### src/rtl/checkpoint_restore_ctrl_pkg.sv
// Shared types for the branch checkpoint restore controller: ROB / column /
// register tag widths, tracking-table entry layout and controller FSM states.
package checkpoint_restore_ctrl_pkg;

    localparam int ROB_ENTRIES        = 64;
    localparam int CHECKPOINT_COLUMNS = 4;
    localparam int ARCH_REGS          = 32;
    localparam int PHYS_REGS          = 64;

    // One map-table column is always the working column, so one fewer can
    // hold a branch checkpoint.
    localparam int CKPT_ENTRIES = CHECKPOINT_COLUMNS - 1;
    localparam int CKPT_IDX_W   = (CKPT_ENTRIES > 1) ? $clog2(CKPT_ENTRIES) : 1;
    localparam int CKPT_CNT_W   = $clog2(CKPT_ENTRIES + 1);

    typedef logic [$clog2(ROB_ENTRIES)-1:0]        ROB_index_t;
    typedef logic [$clog2(CHECKPOINT_COLUMNS)-1:0] checkpoint_column_t;
    typedef logic [$clog2(ARCH_REGS)-1:0]          arch_reg_tag_t;
    typedef logic [$clog2(PHYS_REGS)-1:0]          phys_reg_tag_t;
    typedef logic [CKPT_IDX_W-1:0]                 ckpt_idx_t;
    typedef logic [CKPT_CNT_W-1:0]                 ckpt_count_t;

    localparam ckpt_count_t CKPT_FULL = ckpt_count_t'(CKPT_ENTRIES);

    typedef enum logic [1:0] {
        ST_IDLE,
        ST_RESTORE,
        ST_REVERT_START,
        ST_REVERT_WALK
    } ckpt_ctrl_state_t;

    typedef struct packed {
        logic               valid;
        ROB_index_t         ROB_index;
        checkpoint_column_t column;
    } ckpt_entry_t;

endpackage

### src/rtl/checkpoint_restore_ctrl_if.sv
// Bus between the checkpoint controller and its neighbours: dispatch, branch
// resolution, the physical register map table and the ROB revert walker.
// slave = the controller, master = the surrounding pipeline.
interface checkpoint_restore_ctrl_if;
    import checkpoint_restore_ctrl_pkg::*;

    logic               dispatch_save_valid;
    ROB_index_t         dispatch_save_ROB_index;
    logic               save_ready;
    logic               save_checkpoint_valid;
    ROB_index_t         save_checkpoint_ROB_index;
    checkpoint_column_t save_checkpoint_safe_column;

    logic               resolve_valid;
    ROB_index_t         resolve_ROB_index;
    logic               resolve_mispredict;
    logic               resolve_ready;

    logic               restore_checkpoint_valid;
    logic               restore_checkpoint_speculate_failed;
    ROB_index_t         restore_checkpoint_ROB_index;
    checkpoint_column_t restore_checkpoint_safe_column;
    logic               restore_checkpoint_success;

    logic               rob_revert_start;
    ROB_index_t         rob_revert_target_ROB_index;
    logic               rob_revert_valid;
    arch_reg_tag_t      rob_revert_arch_reg_tag;
    phys_reg_tag_t      rob_revert_safe_phys_reg_tag;
    phys_reg_tag_t      rob_revert_speculated_phys_reg_tag;
    logic               rob_revert_done;

    logic               revert_valid;
    arch_reg_tag_t      revert_dest_arch_reg_tag;
    phys_reg_tag_t      revert_safe_dest_phys_reg_tag;
    phys_reg_tag_t      revert_speculated_dest_phys_reg_tag;

    logic               mispredict_done;
    logic               flush_full_req;

    modport slave (
        input  dispatch_save_valid, dispatch_save_ROB_index, save_checkpoint_safe_column,
        input  resolve_valid, resolve_ROB_index, resolve_mispredict,
        input  restore_checkpoint_success,
        input  rob_revert_valid, rob_revert_arch_reg_tag, rob_revert_safe_phys_reg_tag,
        input  rob_revert_speculated_phys_reg_tag, rob_revert_done,
        output save_ready, save_checkpoint_valid, save_checkpoint_ROB_index,
        output resolve_ready,
        output restore_checkpoint_valid, restore_checkpoint_speculate_failed,
        output restore_checkpoint_ROB_index, restore_checkpoint_safe_column,
        output rob_revert_start, rob_revert_target_ROB_index,
        output revert_valid, revert_dest_arch_reg_tag, revert_safe_dest_phys_reg_tag,
        output revert_speculated_dest_phys_reg_tag,
        output mispredict_done, flush_full_req
    );

    modport master (
        output dispatch_save_valid, dispatch_save_ROB_index, save_checkpoint_safe_column,
        output resolve_valid, resolve_ROB_index, resolve_mispredict,
        output restore_checkpoint_success,
        output rob_revert_valid, rob_revert_arch_reg_tag, rob_revert_safe_phys_reg_tag,
        output rob_revert_speculated_phys_reg_tag, rob_revert_done,
        input  save_ready, save_checkpoint_valid, save_checkpoint_ROB_index,
        input  resolve_ready,
        input  restore_checkpoint_valid, restore_checkpoint_speculate_failed,
        input  restore_checkpoint_ROB_index, restore_checkpoint_safe_column,
        input  rob_revert_start, rob_revert_target_ROB_index,
        input  revert_valid, revert_dest_arch_reg_tag, revert_safe_dest_phys_reg_tag,
        input  revert_speculated_dest_phys_reg_tag,
        input  mispredict_done, flush_full_req
    );

endinterface

### src/rtl/checkpoint_restore_ctrl_tag_cam.sv
// checkpoint_tag_cam: small fully associative table mapping branch ROB index
// to its saved map-table column. Lowest-free allocation, lowest-match lookup
// against the pre-cycle contents, single-entry and whole-table clear.
module checkpoint_tag_cam
    import checkpoint_restore_ctrl_pkg::*;
(
    input  logic               CLK,
    input  logic               nRST,
    input  logic               alloc_valid,
    input  ROB_index_t         alloc_ROB_index,
    input  checkpoint_column_t alloc_column,
    input  ROB_index_t         lookup_ROB_index,
    output logic               lookup_hit,
    output ckpt_idx_t          lookup_idx,
    output checkpoint_column_t lookup_column,
    input  logic               clear_one_valid,
    input  ckpt_idx_t          clear_one_idx,
    input  logic               clear_all
);

    ckpt_entry_t table_q [CKPT_ENTRIES];
    logic        free_found;
    ckpt_idx_t   free_idx;

    // Pick the lowest-index free entry; scanning downward lets the lowest win.
    always_comb begin
        // NOTE: every output of a combinational block gets a default first so no path can hold a stale value and infer a latch.
        free_found = 1'b0;
        free_idx   = '0;
        for (int i = CKPT_ENTRIES - 1; i >= 0; i--) begin
            if (!table_q[i].valid) begin
                free_found = 1'b1;
                free_idx   = ckpt_idx_t'(i);
            end
        end
    end

    // Match the resolving ROB index against valid entries (lowest match wins).
    always_comb begin
        lookup_hit    = 1'b0;
        lookup_idx    = '0;
        lookup_column = '0;
        for (int i = CKPT_ENTRIES - 1; i >= 0; i--) begin
            if (table_q[i].valid && (table_q[i].ROB_index == lookup_ROB_index)) begin
                lookup_hit    = 1'b1;
                lookup_idx    = ckpt_idx_t'(i);
                lookup_column = table_q[i].column;
            end
        end
    end

    // Table update: clears first, allocation last so a same-cycle save survives a flush.
    always_ff @(posedge CLK or negedge nRST) begin
        if (!nRST) begin
            // NOTE: the table is a handful of flops whose valid bits must start clear, so it is reset; large RAM-style storage would not be.
            for (int i = 0; i < CKPT_ENTRIES; i++) begin
                table_q[i] <= '0;
            end
        end else begin
            // NOTE: state uses non-blocking assignment so later statements in this block still see the pre-edge table.
            for (int i = 0; i < CKPT_ENTRIES; i++) begin
                if (clear_all) begin
                    table_q[i].valid <= 1'b0;
                end
            end
            if (clear_one_valid) begin
                table_q[clear_one_idx].valid <= 1'b0;
            end
            if (alloc_valid && free_found) begin
                table_q[free_idx] <= '{valid: 1'b1, ROB_index: alloc_ROB_index, column: alloc_column};
            end
        end
    end

endmodule

### src/rtl/checkpoint_restore_ctrl.sv
// checkpoint_restore_ctrl: forwards branch checkpoint saves to the map table,
// tracks branch ROB index -> safe column, and on resolution issues a restore
// or invalidate. A mispredict with no usable checkpoint falls back to either a
// ROB-driven revert walk (CKPT_REVERT_FALLBACK_EN defined) or a one-cycle
// flush_full_req pulse (macro undefined, the default build).
module checkpoint_restore_ctrl
    import checkpoint_restore_ctrl_pkg::*;
(
    input  logic                    CLK,
    input  logic                    nRST,
    checkpoint_restore_ctrl_if.slave bus
);

    ckpt_ctrl_state_t   state_q, state_d;
    ckpt_count_t        count_q;
    logic               flush_q, flush_set;
    logic               save_accept, resolve_accept;
    logic               lookup_hit;
    ckpt_idx_t          lookup_idx;
    checkpoint_column_t lookup_column;
    logic               clear_one, clear_all;
    ckpt_idx_t          res_idx;
    checkpoint_column_t res_column;
    ROB_index_t         res_ROB_index;
    logic               res_mispredict;

    assign bus.save_ready                = (state_q == ST_IDLE) && (count_q < CKPT_FULL);
    assign bus.resolve_ready             = (state_q == ST_IDLE);
    assign save_accept                   = bus.dispatch_save_valid && bus.save_ready;
    assign resolve_accept                = bus.resolve_valid && bus.resolve_ready;
    assign bus.save_checkpoint_valid     = save_accept;
    assign bus.save_checkpoint_ROB_index = save_accept ? bus.dispatch_save_ROB_index : '0;

`ifdef CKPT_REVERT_FALLBACK_EN
    assign bus.flush_full_req = 1'b0;
`else
    assign bus.flush_full_req = flush_q;
    // Walk inputs have no consumer when the flush fallback is built.
    logic unused_revert_inputs;
    assign unused_revert_inputs = ^{bus.rob_revert_valid, bus.rob_revert_arch_reg_tag,
                                    bus.rob_revert_safe_phys_reg_tag,
                                    bus.rob_revert_speculated_phys_reg_tag, bus.rob_revert_done};
`endif

    checkpoint_tag_cam u_cam (
        .CLK             (CLK),
        .nRST            (nRST),
        .alloc_valid     (save_accept),
        .alloc_ROB_index (bus.dispatch_save_ROB_index),
        .alloc_column    (bus.save_checkpoint_safe_column),
        .lookup_ROB_index(bus.resolve_ROB_index),
        .lookup_hit      (lookup_hit),
        .lookup_idx      (lookup_idx),
        .lookup_column   (lookup_column),
        .clear_one_valid (clear_one),
        .clear_one_idx   (res_idx),
        .clear_all       (clear_all)
    );

    // FSM state, occupancy count and pending-flush flag.
    always_ff @(posedge CLK or negedge nRST) begin
        if (!nRST) begin
            state_q <= ST_IDLE;
            count_q <= '0;
            flush_q <= 1'b0;
        end else begin
            state_q <= state_d;
            flush_q <= flush_set;
            if (clear_all) begin
                count_q <= save_accept ? ckpt_count_t'(1) : '0;
            end else if (save_accept && !clear_one) begin
                count_q <= count_q + ckpt_count_t'(1);
            end else if (!save_accept && clear_one) begin
                count_q <= count_q - ckpt_count_t'(1);
            end
        end
    end

    // Capture the accepted resolution and its lookup result against the pre-cycle table.
    always_ff @(posedge CLK or negedge nRST) begin
        if (!nRST) begin
            res_idx        <= '0;
            res_column     <= '0;
            res_ROB_index  <= '0;
            res_mispredict <= 1'b0;
        end else if (resolve_accept) begin
            res_idx        <= lookup_idx;
            res_column     <= lookup_column;
            res_ROB_index  <= bus.resolve_ROB_index;
            res_mispredict <= bus.resolve_mispredict;
        end
    end

    // Next state, table clears and map-table / ROB walk outputs.
    always_comb begin
        state_d                                 = state_q;
        flush_set                               = 1'b0;
        clear_one                               = 1'b0;
        clear_all                               = flush_q;
        bus.mispredict_done                     = 1'b0;
        bus.restore_checkpoint_valid            = 1'b0;
        bus.restore_checkpoint_speculate_failed = 1'b0;
        bus.restore_checkpoint_ROB_index        = '0;
        bus.restore_checkpoint_safe_column      = '0;
        bus.rob_revert_start                    = 1'b0;
        bus.rob_revert_target_ROB_index         = '0;
        bus.revert_valid                        = 1'b0;
        bus.revert_dest_arch_reg_tag            = '0;
        bus.revert_safe_dest_phys_reg_tag       = '0;
        bus.revert_speculated_dest_phys_reg_tag = '0;

        case (state_q)
            ST_IDLE: begin
                if (resolve_accept) begin
                    if (lookup_hit) begin
                        state_d = ST_RESTORE;
                    end else if (bus.resolve_mispredict) begin
`ifdef CKPT_REVERT_FALLBACK_EN
                        state_d = ST_REVERT_START;
`else
                        flush_set = 1'b1;
`endif
                    end
                end
            end

            ST_RESTORE: begin
                bus.restore_checkpoint_valid            = 1'b1;
                bus.restore_checkpoint_speculate_failed = res_mispredict;
                bus.restore_checkpoint_ROB_index        = res_ROB_index;
                bus.restore_checkpoint_safe_column      = res_column;
                state_d                                 = ST_IDLE;
                if (!res_mispredict) begin
                    clear_one = 1'b1;
                end else if (bus.restore_checkpoint_success) begin
                    clear_all           = 1'b1;
                    bus.mispredict_done = 1'b1;
                end else begin
`ifdef CKPT_REVERT_FALLBACK_EN
                    state_d = ST_REVERT_START;
`else
                    flush_set = 1'b1;
`endif
                end
            end

`ifdef CKPT_REVERT_FALLBACK_EN
            ST_REVERT_START: begin
                bus.rob_revert_start            = 1'b1;
                bus.rob_revert_target_ROB_index = res_ROB_index;
                state_d                         = ST_REVERT_WALK;
            end

            ST_REVERT_WALK: begin
                bus.revert_valid                        = bus.rob_revert_valid;
                bus.revert_dest_arch_reg_tag            = bus.rob_revert_arch_reg_tag;
                bus.revert_safe_dest_phys_reg_tag       = bus.rob_revert_safe_phys_reg_tag;
                bus.revert_speculated_dest_phys_reg_tag = bus.rob_revert_speculated_phys_reg_tag;
                if (bus.rob_revert_done) begin
                    clear_all           = 1'b1;
                    bus.mispredict_done = 1'b1;
                    state_d             = ST_IDLE;
                end
            end
`else
            ST_REVERT_START: state_d = ST_IDLE;
            ST_REVERT_WALK:  state_d = ST_IDLE;
`endif

            default: state_d = ST_IDLE;
        endcase
    end

endmodule

### src/flat_wrapper.sv
// flat-port wrapper written by rule: the top's interface ports become plain ports
module checkpoint_restore_ctrl_flat import checkpoint_restore_ctrl_pkg::*;
  (CLK, nRST, bus_dispatch_save_valid, bus_dispatch_save_ROB_index, bus_save_checkpoint_safe_column, bus_resolve_valid, bus_resolve_ROB_index, bus_resolve_mispredict, bus_restore_checkpoint_success, bus_rob_revert_valid, bus_rob_revert_arch_reg_tag, bus_rob_revert_safe_phys_reg_tag, bus_rob_revert_speculated_phys_reg_tag, bus_rob_revert_done, bus_save_ready, bus_save_checkpoint_valid, bus_save_checkpoint_ROB_index, bus_resolve_ready, bus_restore_checkpoint_valid, bus_restore_checkpoint_speculate_failed, bus_restore_checkpoint_ROB_index, bus_restore_checkpoint_safe_column, bus_rob_revert_start, bus_rob_revert_target_ROB_index, bus_revert_valid, bus_revert_dest_arch_reg_tag, bus_revert_safe_dest_phys_reg_tag, bus_revert_speculated_dest_phys_reg_tag, bus_mispredict_done, bus_flush_full_req);
  checkpoint_restore_ctrl_if bus_i ();
  input  logic CLK;
  input  logic nRST;
  input wire logic [$bits(bus_i.dispatch_save_valid)-1:0] bus_dispatch_save_valid;
  input wire logic [$bits(bus_i.dispatch_save_ROB_index)-1:0] bus_dispatch_save_ROB_index;
  input wire logic [$bits(bus_i.save_checkpoint_safe_column)-1:0] bus_save_checkpoint_safe_column;
  input wire logic [$bits(bus_i.resolve_valid)-1:0] bus_resolve_valid;
  input wire logic [$bits(bus_i.resolve_ROB_index)-1:0] bus_resolve_ROB_index;
  input wire logic [$bits(bus_i.resolve_mispredict)-1:0] bus_resolve_mispredict;
  input wire logic [$bits(bus_i.restore_checkpoint_success)-1:0] bus_restore_checkpoint_success;
  input wire logic [$bits(bus_i.rob_revert_valid)-1:0] bus_rob_revert_valid;
  input wire logic [$bits(bus_i.rob_revert_arch_reg_tag)-1:0] bus_rob_revert_arch_reg_tag;
  input wire logic [$bits(bus_i.rob_revert_safe_phys_reg_tag)-1:0] bus_rob_revert_safe_phys_reg_tag;
  input wire logic [$bits(bus_i.rob_revert_speculated_phys_reg_tag)-1:0] bus_rob_revert_speculated_phys_reg_tag;
  input wire logic [$bits(bus_i.rob_revert_done)-1:0] bus_rob_revert_done;
  output wire logic [$bits(bus_i.save_ready)-1:0] bus_save_ready;
  output wire logic [$bits(bus_i.save_checkpoint_valid)-1:0] bus_save_checkpoint_valid;
  output wire logic [$bits(bus_i.save_checkpoint_ROB_index)-1:0] bus_save_checkpoint_ROB_index;
  output wire logic [$bits(bus_i.resolve_ready)-1:0] bus_resolve_ready;
  output wire logic [$bits(bus_i.restore_checkpoint_valid)-1:0] bus_restore_checkpoint_valid;
  output wire logic [$bits(bus_i.restore_checkpoint_speculate_failed)-1:0] bus_restore_checkpoint_speculate_failed;
  output wire logic [$bits(bus_i.restore_checkpoint_ROB_index)-1:0] bus_restore_checkpoint_ROB_index;
  output wire logic [$bits(bus_i.restore_checkpoint_safe_column)-1:0] bus_restore_checkpoint_safe_column;
  output wire logic [$bits(bus_i.rob_revert_start)-1:0] bus_rob_revert_start;
  output wire logic [$bits(bus_i.rob_revert_target_ROB_index)-1:0] bus_rob_revert_target_ROB_index;
  output wire logic [$bits(bus_i.revert_valid)-1:0] bus_revert_valid;
  output wire logic [$bits(bus_i.revert_dest_arch_reg_tag)-1:0] bus_revert_dest_arch_reg_tag;
  output wire logic [$bits(bus_i.revert_safe_dest_phys_reg_tag)-1:0] bus_revert_safe_dest_phys_reg_tag;
  output wire logic [$bits(bus_i.revert_speculated_dest_phys_reg_tag)-1:0] bus_revert_speculated_dest_phys_reg_tag;
  output wire logic [$bits(bus_i.mispredict_done)-1:0] bus_mispredict_done;
  output wire logic [$bits(bus_i.flush_full_req)-1:0] bus_flush_full_req;
  assign bus_i.dispatch_save_valid = bus_dispatch_save_valid;
  assign bus_i.dispatch_save_ROB_index = bus_dispatch_save_ROB_index;
  assign bus_i.save_checkpoint_safe_column = bus_save_checkpoint_safe_column;
  assign bus_i.resolve_valid = bus_resolve_valid;
  assign bus_i.resolve_ROB_index = bus_resolve_ROB_index;
  assign bus_i.resolve_mispredict = bus_resolve_mispredict;
  assign bus_i.restore_checkpoint_success = bus_restore_checkpoint_success;
  assign bus_i.rob_revert_valid = bus_rob_revert_valid;
  assign bus_i.rob_revert_arch_reg_tag = bus_rob_revert_arch_reg_tag;
  assign bus_i.rob_revert_safe_phys_reg_tag = bus_rob_revert_safe_phys_reg_tag;
  assign bus_i.rob_revert_speculated_phys_reg_tag = bus_rob_revert_speculated_phys_reg_tag;
  assign bus_i.rob_revert_done = bus_rob_revert_done;
  assign bus_save_ready = bus_i.save_ready;
  assign bus_save_checkpoint_valid = bus_i.save_checkpoint_valid;
  assign bus_save_checkpoint_ROB_index = bus_i.save_checkpoint_ROB_index;
  assign bus_resolve_ready = bus_i.resolve_ready;
  assign bus_restore_checkpoint_valid = bus_i.restore_checkpoint_valid;
  assign bus_restore_checkpoint_speculate_failed = bus_i.restore_checkpoint_speculate_failed;
  assign bus_restore_checkpoint_ROB_index = bus_i.restore_checkpoint_ROB_index;
  assign bus_restore_checkpoint_safe_column = bus_i.restore_checkpoint_safe_column;
  assign bus_rob_revert_start = bus_i.rob_revert_start;
  assign bus_rob_revert_target_ROB_index = bus_i.rob_revert_target_ROB_index;
  assign bus_revert_valid = bus_i.revert_valid;
  assign bus_revert_dest_arch_reg_tag = bus_i.revert_dest_arch_reg_tag;
  assign bus_revert_safe_dest_phys_reg_tag = bus_i.revert_safe_dest_phys_reg_tag;
  assign bus_revert_speculated_dest_phys_reg_tag = bus_i.revert_speculated_dest_phys_reg_tag;
  assign bus_mispredict_done = bus_i.mispredict_done;
  assign bus_flush_full_req = bus_i.flush_full_req;
  checkpoint_restore_ctrl u_core (.CLK(CLK), .nRST(nRST), .bus(bus_i));
endmodule
### config.mk
export PLATFORM = sky130hd
export DESIGN_NAME = checkpoint_restore_ctrl_flat
export DESIGN_NICKNAME = d
export VERILOG_FILES = /design/src/rtl/checkpoint_restore_ctrl_pkg.sv /design/src/rtl/checkpoint_restore_ctrl_if.sv /design/src/rtl/checkpoint_restore_ctrl_tag_cam.sv /design/src/rtl/checkpoint_restore_ctrl.sv /design/src/flat_wrapper.sv
export SDC_FILE = /design/constraint.sdc
export NUM_CORES = 1
export LEC_CHECK = 0
export CORE_AREA = 2 2 78 80
export CTS_CLUSTER_SIZE = 16
export DETAILED_ROUTE_END_ITERATION = 7
export DIE_AREA = 0 0 80 82
export GPL_ROUTABILITY_DRIVEN = 1
export GPL_TIMING_DRIVEN = 0
export PLACE_DENSITY = 0.86
export SYNTH_ARGS = -nofsm -noshare
export SYNTH_HDL_FRONTEND = slang
export SYNTH_SLANG_ARGS = --single-unit
export TNS_END_PERCENT = 10
### constraint.sdc
create_clock -name CLK -period 1.89 [get_ports CLK]
set_clock_uncertainty 0.2 [all_clocks]
set_input_delay 0.2835 -clock CLK [delete_from_list [all_inputs] [get_ports CLK]]
set_output_delay 0.2835 -clock CLK [all_outputs]
set_load 0.02 [all_outputs]
# Yosys cells after proc, flatten, opt, wreduce, memory -nomap -nowiden
# Index checks and enable logic that the tools add are counted.
# word_totals
regBits	43
inputBits	39
out_inout_bits	46
elab_cells	102
# op_classes
addsub	2
magnitude_cmp	5
n_eq_ne	8
mux	52
n_bitwise	2
reduce_logical	17
# op_table
operator	count
$bwmux 27	2
$mux 27	2
$demux 9 s2	2
$mux 2	15
$mux 1	25
$eq 6x6->1	3
$mux 9	2
$mux 6	2
$logic_and 1x1->1	11
$ge 3x3->1 const B	2
$lt 3x1->1 const B	2
$not 2->3	2
$eq 2x2->1 const B	2
$ne 2x2->1 const B	2
$pmux 2 s2	1
$reduce_bool 3->1	1
$reduce_or 3->1	1
$add 2x1->2 const B	1
$eq 2x1->1 const B	1
$logic_not 1->1	2
$logic_not 2->1	1
$lt 2x2->1 const B	1
$pmux 1 s2	1
$reduce_and 2->1	1
$sub 2x1->2 const B	1

# Longest topological paths before layout
# logic_depth
depth_word	10
ltp_mapped	8
ltp_nobuf	7

# Cells and area by module
# Synthesis repeated with hierarchy kept, for this count alone.
# unflattened
cells_unflattened	194
area_unflattened_um2	2244.7
# modules_own_cells
module	n_inst	cells_each	area_each_um2	seq_area_each_um2
checkpoint_tag_cam	1	103	1313.8	675.6
checkpoint_restore_ctrl	1	91	930.9	375.4

# Worst setup path after synthesis
# OpenSTA, ideal clock, no wires.
# synth_timing
path_kind	register -> register
start	register u_core.state_q[0]
end	register u_core.count_q[0]
setup_time_ns	0.125
t_arrival_ns	1.874
required_ns	1.565
setup_slack_ns	-0.309
path_stages_with_launch	7
path_buffers	1
synth_period_minus_slack_ns	2.199
cell_sequence	dfrtp_1 > a21oi_2 > and2_1 > buf_2 > ha_1 > xnor2_1 > mux2_2
# synth_via
elab_chain_len	6
word_cells_on_any_way	14
cone_classes	eq/ne (1); mux (5); reduce/logical (8)
# synth_rtl
item	line	rtl
from (decl)	checkpoint_restore_ctrl.sv:14	ckpt_ctrl_state_t state_q, state_d;
from (signal assigned)	checkpoint_restore_ctrl.sv:67	state_q <= state_d;
$logic_not 2->1 (*)	checkpoint_restore_ctrl.sv:27	assign bus.save_ready = (state_q == ST_IDLE) && (count_q < CKPT_FULL);
$logic_and 1x1->1 (*)	checkpoint_restore_ctrl.sv:27	
named net bus_save_ready	flat_wrapper.sv:19	output wire logic [$bits(bus_i.save_ready)-1:0] bus_save_ready;
$logic_and 1x1->1 (*)	checkpoint_restore_ctrl.sv:29	assign save_accept = bus.dispatch_save_valid && bus.save_ready;
named net bus_save_checkpoint_valid	flat_wrapper.sv:20	output wire logic [$bits(bus_i.save_checkpoint_valid)-1:0] bus_save_checkpoint_valid;
$logic_and 1x1->1 / $logic_not 1->1 (equally long branches)	checkpoint_restore_ctrl.sv:71, checkpoint_restore_ctrl.sv:73	
$mux 2 / $logic_and 1x1->1 (equally long branches)	checkpoint_restore_ctrl.sv:71, checkpoint_restore_ctrl.sv:73	
$mux 2 / $reduce_bool 3->1 (equally long branches)	n/a	
to (signal assigned)	checkpoint_restore_ctrl.sv:70	count_q <= save_accept ? ckpt_count_t'(1) : '0;
to (signal assigned)	checkpoint_restore_ctrl.sv:72	count_q <= count_q + ckpt_count_t'(1);
to (signal assigned)	checkpoint_restore_ctrl.sv:74	count_q <= count_q - ckpt_count_t'(1);
to (decl)	checkpoint_restore_ctrl.sv:15	ckpt_count_t count_q;
# Mark *: on every way through the listed nets, which the timed path passes. The rest lies on a longest branch.
# A chain may end at the register's enable or synchronous reset.

# Worst setup path in the final report
# layout_timing
start	register u_core.u_cam.table_q[24] (netlist name)
end	register u_core.res_column[0]
# layout_via
elab_chain_len	3
# layout_rtl
item	line	rtl
from (decl)	checkpoint_restore_ctrl_tag_cam.sv:21	ckpt_entry_t table_q [CKPT_ENTRIES];
from (signal, indexed assignment)	checkpoint_restore_ctrl_tag_cam.sv:70	table_q[free_idx] <= '{valid: 1'b1, ROB_index: alloc_ROB_index, column: alloc_column};
$eq 6x6->1	checkpoint_restore_ctrl_tag_cam.sv:44	if (table_q[i].valid && (table_q[i].ROB_index == lookup_ROB_index)) begin
$logic_and 1x1->1	checkpoint_restore_ctrl_tag_cam.sv:44	
$mux 2	checkpoint_restore_ctrl_tag_cam.sv:44	
to (signal assigned)	checkpoint_restore_ctrl.sv:88	res_column <= lookup_column;
to (decl)	checkpoint_restore_ctrl.sv:23	checkpoint_column_t res_column;
# No other way between the ends.

==> run_results.csv <==
group,metric,value,unit
cts,cts_tree,"done",
cells_and_area,regArea,1050,µm²
setup_path,cpMaxStageDelayCell,"or4_4",
cts,clk_path_buf_depth,2,
cts,clk_transition_reported_paths,0.08,ns
setup_path,crit_required,1.87,ns
cells_and_area,synthToLayoutAreaGrowth,32.8,%
yosys,synth-warning-count,0,
sta,max_freq,528,MHz
place,place_hpwl,3510,µm
pwr,power.total,3.36,mW
cells_and_area,drive_gt1_share,25.1,%
flow_run,maxCapViolations,0,
setup_path,crit_path_start_kind,"register",
cells_and_area,diodes,0,
yosys,synth-async-reset-ratio,100,%
grt,antenna_found_initial,0,
drt,num_vias,1631,
setup_path,cp_num_buf_inv,0,
place,numPortBuffers,40,
run_status,outcome,"complete, but fails checks",
yosys,synth_cell_types,36,
yosys,synth_edf_count,0,
grt,grt_first_pass_wirelength,7700,µm
drt,drt-pass1-iter-count,4,
place,place_congestion,0.780,
sta,rsz0062_at_grt,"true",
yosys,synthDominantCellAreaShare,47.0,%
run_status,violations,"negative setup slack",
floorplanning,fp.dieW,80,µm
pwr,p_leak,1.49,nW
floorplanning,die_area,6560,µm²
drt,drc,0,
grt,grt.total_usage,15.3,%
sta,timing.final.crit_share,100,%
min_path,min_path_type,"in2reg",
cells_and_area,multi_input_area,1080,µm²
cts,root_buffer,"clkbuf_8",
sta,worst_slack,-0.00280,ns
place,dpl_cell_area,2860,µm²
pwr,p_per_area,1130,nW/µm²
drt,ant_nets,0,
yosys,avgSynthCellArea,10.8,µm²
cells_and_area,fill_cells,541,
floorplanning,rows,28,
yosys,syn_area,2240,µm²
yosys,synth.area.top_cells,"dfrtp_1 47%, mux2_1 12%, buf_4 8.4%",
grt,grt_pass1_vias,1620,
grt,grt_start_max_net_pins,43,
sta,relSlewSlack,37.7,%
sta,tightest_slew,0.935,ns
floorplanning,die_h,82,µm
drt,vias_per_cell,4.51,
setup_path,worstPathArrival,1.88,ns
sta,setup_viol,1,
setup_path,path_class,"reg2reg",
grt,overflow,0,
drt,avgRoutedWirePerCell,12.9,µm
drt,drtIter0Drc,124,
drt,wl,4680,µm
floorplanning,start_util,39.0,%
sta,final-max-slew-violation-count,0,
pwr,ir_worst_vdd,0.499,mV
cells_and_area,layout_commonest_cell,"dfrtp_1",
cells_and_area,layout_common_cells,"41 x dfrtp_1, 35 x buf_4, 30 x nand2_1",
sta,min_period,1.89,ns
yosys,synth-main-ff-cell,"dfrtp_1",
setup_path,path_delay_family,"simple AND/OR/NAND/NOR gates",
sta,hold_viol,0,
cts,cts_buffers,5,
cells_and_area,fin_nets,326,
yosys,synthCells,208,
yosys,yosys.area.top_type,"dfrtp_1",
yosys,ys_seq_area_share,47.0,%
cts,cts_num_sinks,42,
floorplanning,ios,85,
setup_path,slowest_delay,0.54,ns
cts,clock_latency,0.30,ns
floorplanning,fp.coreArea,5750,µm²
setup_path,worst_setup_path_end_kind,"register",
setup_path,path_cells,"xnor2_1, nand4_1, or4_4, o21a_1, a22o_1",
yosys,synth-seq-cells,42,
cts,h-tree-depth,2,
cells_and_area,design_area,2970,µm²
setup_path,cp_max_fo,4,
final timing paths:
check	from	to	slack [ns]	cells past startpoint
worst max-delay path	u_core.u_cam.table_q[24]$_DFFE_PN0P_	u_core.res_column[0]$_DFFE_PN0P_	-0.003	5
worst max register to register	u_core.u_cam.table_q[24]$_DFFE_PN0P_	u_core.res_column[0]$_DFFE_PN0P_	-0.003	5
min in group asynchronous	nRST	u_core.u_cam.table_q[11]$_DFFE_PN0P_	0.47	2
worst min-delay path	bus_resolve_ROB_index[2]	u_core.res_ROB_index[2]$_DFFE_PN0P_	0.26	3
max in group asynchronous	nRST	u_core.state_q[0]$_DFFE_PN0P_	0.37	2
worst min register to register	u_core.bus.flush_full_req$_DFF_PN0_	u_core.count_q[1]$_DFFE_PN0P_	0.27	1
stage by stage:
stage	std cells	setup slack [ns]	setup TNS (ns)	hold slack, ns	utilization [%]
floorplan	232	-0.0464	-0.310	-0.212	-
global route	362	-0.109	-0.987	0.274	51.7
detailed placement	347	-0.555	-11.86	0.259	49.7
finish	362	-0.00280	-0.00280	0.260	51.7
CTS	361	-0.0229	-0.0477	0.255	51.0
global placement	347	-0.813	-39.18	0.249	49.8
cell usage after synthesis, types with 2 or more instances:
cell type	instances
dfrtp_1	42
nand2_1	30
buf_4	25
mux2_1	24
xnor2_1	14
and2_1	9
and3_1	7
inv_1	7
xor2_1	7
nand3_1	4
nor2_1	4
clkbuf_1	3
a22o_1	2
buf_2	2
nand2b_1	2
nand4_1	2
nor3_1	2
o21a_1	2
o221ai_1	2
o311ai_0	2
layer usage:
metal / global-route usage, % / share of wire [%] / up-vias
met4: 5.08 / 1.3 / 0
met1: 18.9 / 42 / 766
met5: 0 / 0 / -
met2: 26.3 / 49 / 57
li1: - / - / 802
met3: 3.74 / 7.1 / 6
state kept, by name, summed over array words and instances (netlist names):
signal,flops
u_core.u_cam.table_q,27
u_core.res_ROB_index,6
u_core.count_q,2
u_core.res_column,2
u_core.res_idx,2
u_core.bus.flush_full_req,1
u_core.res_mispredict,1
u_core.state_q,1
kinds of logic after synthesis:
kind of cell               Yosys count  share of synthesized area, %
adders and majority gates            1                         0.559
other                                1                         0.168
buffers and inverters               38                          11.0
xor gates and xnor gates            21                          8.22
and+or+nand+nor                     66                          15.7
muxes                               25                          12.6
DFF                                 42                          47.0
AOI/OAI and AO/OA                   14                          4.86
worst register-to-register path, delay by kind of cell (launching register included):
family           cells  cell delay [ns]
XOR/XNOR             1             0.16
AND/OR/NAND/NOR      2             0.66
flip-flops           1             0.39
AO/OA/AOI/OAI        2             0.37
power breakdown:
| part | switching [mW] | internal (mW) |
|---|---|---|
| combinational | 0.557 | 0.705 |
| clock | 0.298 | 0.295 |
| sequential | 0.258 | 1.25 |
area by class of cell:
type | instances | area share, %
timing repair buffer | 48 | 13.6
sequential | 42 | 35.4
inverter | 7 | 0.884
clock inverter | 1 | 0.168
multi-input combinational | 152 | 36.2
tap | 75 | 3.16
buffer | 30 | 7.71
clock buffer | 7 | 2.91
what timing repair did:
| item | CTS | global route |
|---|---|---|
| hold buffers | 1 | 0 |
| resized for setup | 84 | 15 |
| hold endpoints to repair | 42 | 0 |
| pin swaps | 1 | 5 |
| setup buffers | 5 | 2 |
| setup endpoints to repair | 51 | 29 |
| gates cloned | 0 | 0 |
(Power assumes the default switching activity.)
